<file path="src/rtl/dmem_port_arbiter.sv">
// rtl/dmem_port_arbiter.sv - data-memory port arbiter between MEM-stage pipeline and an aux requester
// DMEM_ARB_FAIRNESS_EN: defined enables bounded-wait forced aux grants; undefined gives strict pipeline priority
module dmem_port_arbiter #(
  parameter int DATA_W   = 32,
  parameter int MAX_WAIT = 4
) (
  input  logic              clk,
  input  logic              reset,
  input  logic              MemRead_M,
  input  logic              MemWrite_M,
  input  logic [DATA_W-1:0] AluResult_M,
  input  logic [DATA_W-1:0] ReadData2_M,
  output logic              pipe_stall,
  output logic [DATA_W-1:0] pipe_rdata,
  input  logic              aux_req,
  input  logic              aux_we,
  input  logic [DATA_W-1:0] aux_addr,
  input  logic [DATA_W-1:0] aux_wdata,
  output logic              aux_ack,
  output logic [DATA_W-1:0] aux_rdata,
  output logic [DATA_W-1:0] mem_addr,
  output logic [DATA_W-1:0] mem_wdata,
  output logic              mem_read,
  output logic              mem_write,
  input  logic [DATA_W-1:0] mem_rdata
);

  typedef enum logic {S_IDLE, S_ACK} state_t;

  if (MAX_WAIT < 1) begin : g_bad_max_wait
    $error("dmem_port_arbiter: MAX_WAIT must be at least 1");
  end

  state_t            state_q, state_d;
  logic [DATA_W-1:0] aux_rdata_q, aux_rdata_d;
  logic              pipe_act;
  logic              aux_elig;
  logic              aux_grant;

  assign pipe_act = MemRead_M | MemWrite_M;
  // Ack is masked while reset is low so an interrupted ack cycle is never seen.
  assign aux_ack  = (state_q == S_ACK) & reset;
  assign aux_elig = aux_req & ~aux_ack;

`ifdef DMEM_ARB_FAIRNESS_EN
  localparam int CW = $clog2(MAX_WAIT + 1);
  localparam logic [CW-1:0] MAX_CNT = CW'(MAX_WAIT);

  logic [CW-1:0] wait_cnt_q, wait_cnt_d;

  assign aux_grant  = reset & aux_elig & (~pipe_act | (wait_cnt_q == MAX_CNT));
  assign pipe_stall = pipe_act & aux_grant;

  always_comb begin
    wait_cnt_d = wait_cnt_q;
    if (aux_grant || !aux_req) begin
      wait_cnt_d = '0;
    end else if (aux_elig && (wait_cnt_q != MAX_CNT)) begin
      wait_cnt_d = wait_cnt_q + CW'(1);
    end
  end

  always_ff @(posedge clk) begin
    if (!reset) begin
      wait_cnt_q <= '0;
    end else begin
      wait_cnt_q <= wait_cnt_d;
    end
  end
`else
  assign aux_grant  = reset & aux_elig & ~pipe_act;
  assign pipe_stall = 1'b0;
`endif

  always_comb begin
    mem_addr  = '0;
    mem_wdata = '0;
    mem_read  = 1'b0;
    mem_write = 1'b0;
    if (reset) begin
      if (aux_grant) begin
        mem_addr  = aux_addr;
        mem_wdata = aux_wdata;
        mem_read  = ~aux_we;
        mem_write = aux_we;
      end else begin
        mem_addr  = AluResult_M;
        mem_wdata = ReadData2_M;
        mem_read  = MemRead_M;
        mem_write = MemWrite_M;
      end
    end
  end

  assign pipe_rdata = mem_rdata;
  assign aux_rdata  = aux_rdata_q;

  always_comb begin
    state_d     = (state_q == S_ACK) ? S_IDLE : state_q;
    aux_rdata_d = aux_rdata_q;
    if (aux_grant) begin
      state_d = S_ACK;
      if (!aux_we) begin
        aux_rdata_d = mem_rdata;
      end
    end
  end

  always_ff @(posedge clk) begin
    if (!reset) begin
      state_q     <= S_IDLE;
      aux_rdata_q <= '0;
    end else begin
      state_q     <= state_d;
      aux_rdata_q <= aux_rdata_d;
    end
  end

endmodule

</file>
<file path="config.mk">
export PLATFORM = sky130hd
export DESIGN_NAME = dmem_port_arbiter
export DESIGN_NICKNAME = d
export VERILOG_FILES = /design/src/rtl/dmem_port_arbiter.sv
export SDC_FILE = /design/constraint.sdc
export NUM_CORES = 1
export LEC_CHECK = 0
export BUFFER_PORTS_ARGS = -buffer_cell sky130_fd_sc_hd__buf_4
export CAP_MARGIN = 30
export CORE_AREA = 2 2 115 117
export CTS_CLUSTER_DIAMETER = 50
export DETAILED_ROUTE_END_ITERATION = 16
export DIE_AREA = 0 0 117 119
export PLACE_DENSITY = 0.63
export REMOVE_ABC_BUFFERS = 1
export SYNTH_ARGS = -nofsm -noshare
export SYNTH_HDL_FRONTEND = slang
export SYNTH_SLANG_ARGS = --single-unit
</file>
<file path="constraint.sdc">
create_clock -name clk -period 4.35 [get_ports clk]
set_clock_uncertainty 0.2 [all_clocks]
set_input_delay 0.2175 -clock clk [delete_from_list [all_inputs] [get_ports clk]]
set_output_delay 0.2175 -clock clk [all_outputs]
set_load 0.02 [all_outputs]
</file>
==> Yosys cells after proc, flatten, opt, wreduce, memory -nomap -nowiden <==
Index checks and enable logic that the tools add are counted.
{ "totals": {"mem_bits_rw": 0, "input_bits": 166, "latchBits": 0, "out_inout_bits": 132, "rom_bits": 0, "memories": 0, "elab_cells": 20, "reg_bits": 33} }
{ "classes": {"n_mux": 9, "n_lt_le_gt_ge": 0, "bitwise_logic": 8, "n_reduce_logical": 1, "div": 0, "add_sub_neg": 0, "n_shift": 0, "n_eq_ne": 0, "mul": 0} }
{ "op_table": {"columns": ["cell", "count"], "rows": [
  ["2-to-1 mux 32 bit", 4],
  ["2-to-1 mux 1 bit", 5],
  ["bitwise AND 1 bit", 4],
  ["NOT 1 bit", 3],
  ["AND reduction 2 bit", 1],
  ["bitwise OR 1 bit", 1]
]} }

==> Depth between registers and ports, before layout <==
{ "depth": {"word_depth": 7, "ltp_mapped": 7, "mapped_depth_nobuf": 3} }

==> Worst setup path before layout <==
No wires, ideal clock.
{ "synth_timing": {"kind": "input to output", "startpoint": "in reset", "endpoint": "out mem_wdata[22]", "t_required_ps": 3933, "arrival_time_ps": 1445, "n_path_buf": 3, "setup_slack_ps": 2488, "path_stages": 6, "path_cell_list": "buf_4 > nor4b_4 > and2_1 > buf_2 > buf_2 > o21ai_0"} }
{ "synth_via": {"elab_chain_cells": 7} }
{ "synth_lines": {"columns": ["item", "line_no", "source"], "rows": [
  ["start: declaration", "8", "input logic reset,"],
  ["bitwise AND 1 bit", "42", "assign aux_ack = (state_q == S_ACK) & reset;"],
  ["NOT 1 bit", "43", "assign aux_elig = aux_req & ~aux_ack;"],
  ["bitwise AND 1 bit", "43", null],
  ["bitwise AND 1 bit (2 in series)", "71", "assign aux_grant = reset & aux_elig & ~pipe_act;"],
  ["2-to-1 mux 32 bit", "81", "if (aux_grant) begin"],
  ["2-to-1 mux 32 bit (*)", "80", "if (reset) begin"],
  ["end: declaration", "22", "output logic [DATA_W-1:0] mem_wdata,"]
]} }
Mark *: on every way between the ends. The rest lies on a longest branch, timed or not.

==> Worst setup path in the final report <==
{ "layout_timing": {"startpoint": "in reset", "endpoint": "out mem_addr[9]"} }
{ "layout_via": {"elab_chain_cells": 7} }
{ "layout_lines": {"columns": ["item", "line_no", "source"], "rows": [
  ["bitwise AND 1 bit", "42", null],
  ["NOT 1 bit", "43", null],
  ["bitwise AND 1 bit", "43", null],
  ["bitwise AND 1 bit (2 in series)", "71", null],
  ["2-to-1 mux 32 bit", "81", null],
  ["2-to-1 mux 32 bit (*)", "80", null],
  ["end: declaration", "21", "output logic [DATA_W-1:0] mem_addr,"]
]} }
Marked as above.

==> run summary <==
## STA
- 0 — Finish-stage setup viols
- 0 — final hold violations
- 0.877 ns — Least-Margin Pin Slew
- 63.5% — Tcrit/Tclk final
- 0 — fin. max-slew vios
- 0 ns — setup TNS
- no — setup repair after global routing missed its margin
- 362 MHz — highest clock rate
- 2.76 ns — clock period minus final worst setup slack
- 1.59 ns — final setup slack of the worst path
- 41.6% — headroom to the max-slew limit

## Critical path
- primary output — kind of capture point of the worst setup path
- state_q$_SDFF_PN0_ — startpoint of the lowest-slack register-to-register path
- input port — CP Launch Type
- 2.34 ns — crit path DAT
- 4 — worst reg2reg path depth
- 3.93 ns — Worst Path Required
- aux_rdata[9]$_SDFFE_PN0P_ — Crit Reg-Reg Endpoint
- 81 — biggest fanout along the worst timing path
- 2.26 ns — flop2flop setup slack
- in2out — start-to-end type of the worst setup path

## Logic synthesis
- 2550 sq um — Syn Std Cell Area
- 0 — YS warnings
- 25.9% — share of the synthesized area in the top cell type
- 33 — total of flip-flops plus latches after synthesis
- 404 — number of instances in the synthesized netlist
- dfxtp_1 (26%), nand2_1 (16%), nand3_1 (16%), o21ai_0 (16%), buf_4 (11%) — leading post-synthesis cells by cell area
- 25.9% — sequential area share after synthesis
- 17 — number of unique standard cell types used by synthesis
- dfxtp_1 — cell taking the most area after synthesis
- 6.30 sq um — Post-Synthesis Mean Instance Area

## Min path
- mem_rdata[4] — hold wc startpoint
- in2reg — Hold Crit Class
- aux_rdata[4]$_SDFFE_PN0P_ — worst-case hold path end point
- 3 — hold depth

## Place
- 808 — placed cells
- 1.63 ns — worst setup timing slack at the placement stage
- 0.766 — last weighted congestion value of the routability-driven placer
- 9.15 mm — HPWL after DPL
- 4620 sq um — instance area after placement
- 296 — input/output buffers

## Global routing
- 3454 — number of global-route vias before repair
- 19.4% — global-route met1 utilization
- met2 — most congested layer reported by global routing
- 0 — number of antenna violations at the first check in global routing
- 82 — largest net degree at the start of global routing
- 28.2% — met2 Resource Use GR
- 0 — Congestion Overflow GR
- 4.02% — met3 track utilization from global routing
- 17.7 mm — first-pass GRT wire length
- 16.1% — global-route usage over all layers

## Floorplanning
- 13900 sq um — full die area
- 42 — number of cell rows
- 19.8% — Initial Utilization
- 298 — number of primary I/O pins
- 117 um — overall die width
- 119 um — DIE HEIGHT
- 12900 sq um — Core Region

## Cells and area
- 823 — nets
- 47.4% — fraction of layout instances using a drive strength above 1
- 93.8% — Area Growth Syn to Fin
- buf_4 (302), nand2_1 (111), nand3_1 (81), o21ai_0 (81), dfxtp_1 (33) — highest-count cells in the layout ignoring fill and taps
- 4930 sq um — area of all placed cells without fillers
- 834 — Finished Layout Cells
- 0 — diodes inserted
- 1400 — number of fill cells in the layout
- buf_4 — most common library cell in the layout ignoring fill and taps

## Drt
- 4.41 — Vias per Instance
- 0 — final routed DRC violation total
- 0 — number of nets with antenna violations after detailed routing
- 4 — TritonRoute pass-1 iters
- 14.9 um — wire length per cell
- 3675 — total vias in the final route
- 260 — Iteration-0 DRC Markers
- 12.4 mm — wire length after detailed routing

## Power and ir drop
- 2.34 nW — Lkg Pwr
- 1.06 mW — total power of the final layout
- 0.221 mV — largest vdd supply drop
- 214 nW/um^2 — power per standard cell area

## Job
- 0 — Max Cap Viol

## Clock network
- 33 — CTS Sinks
- 0.05 ns — Clock Pin Slew Worst Setup and Hold Paths
- clkbuf_16 — master cell of the clock root buffer
- 0.27 ns — clock latency reported for the late side of the worst-skew pair
- 0 — number of gates given a new drive strength after cts
- built — TritonCTS clock tree
- 2 — maximum level of the CTS H-tree
- 2 — CTS max path bufs
- 18 — total of hold buffers inserted after clock tree synthesis
- 5 — CTS Buf Count
- 0 — Post-CTS Setup Repair Bufs

## Outcome
- completed — result of the run

[synth_stat cells]
| cell | count |
|---|---|
| a22o_1 | 1 |
| and2_1 | 3 |
| buf_1 | 1 |
| buf_2 | 6 |
| buf_4 | 37 |
| buf_6 | 1 |
| clkbuf_1 | 27 |
| clkbuf_2 | 3 |
| conb_1 | 1 |
| dfxtp_1 | 33 |
| mux2i_1 | 15 |
| nand2_1 | 111 |
| nand3_1 | 81 |
| nor2b_1 | 1 |
| nor4b_4 | 1 |
| o21a_1 | 1 |
| o21ai_0 | 81 |
[final cells by class]
| class | count | area [sq um] | share of cell area, % |
|---|---|---|---|
| multi-input combinational | 296 | 1450 | 29.3 |
| timing repair buffer | 321 | 2470 | 50.0 |
| tap | 176 | 220 | 4.46 |
| sequential | 33 | 661 | 13.4 |
| clock buffer | 6 | 129 | 2.61 |
| clock inverter | 2 | 10.0 | 0.203 |
[where the power goes]
part	switching, mW	internal (mW)	total [mW]	leakage [nW]
registers	0.00298	0.308	0.311	0.267
logic	0.206	0.204	0.410	2.00
clock network	0.125	0.210	0.335	0.0706
total	0.334	0.722	1.06	2.34
[worst max path at each step]
stage                  startpoint            to  slack [ns]  depth (start not counted)
2_1_floorplan  state_q$_SDFF_PN0_   mem_addr[0]        0.02                          3
3_3_place_gp                reset  mem_addr[26]        1.52                          5
3_5_place_dp                reset   mem_addr[9]        1.63                          6
4_1_cts                     reset   mem_addr[9]        1.62                          6
5_1_grt                     reset   mem_addr[9]        1.46                          6
6_report                    reset   mem_addr[9]        1.59                          6
[registers in the layout, summed over array words and instances (netlist names)]
register,cells
state_q,1
aux_rdata,32
[routing by layer]
layer / share of wire, % / up-vias
met4: 1.1 / 0
met3: 9.6 / 10
li1: - / 1827
met1: 41 / 1652
met5: 0 / -
met2: 48 / 186
[through the flow]
stage                     hold WS, ns  util (%)
after floorplan                 0.148         -
after global placement          0.244      35.7
after detailed placement        0.247      35.9
after CTS                    0.000735      38.3
after global routing          0.00675      38.3
final                          0.0128      38.3
[critical path: stages]
cell	delay, ns
buf_4	0.40
nor4b_4	0.32
buf_4	0.70
nand3_1	0.25
o21ai_0	0.17
buf_4	0.19
[logic make-up (layout without fill, tap and decap cells)]
group	after synthesis	after routing	share of synthesized area (%)
multiplexers	15	15	5.90
AO/OA/AOI/OAI	83	83	16.6
buffers and inverters	75	329	17.2
flip-flops	33	33	25.9
other	1	1	0.147
AND/OR/NAND/NOR	197	197	34.2
Note: power is estimated with default switching activity, not from simulation.
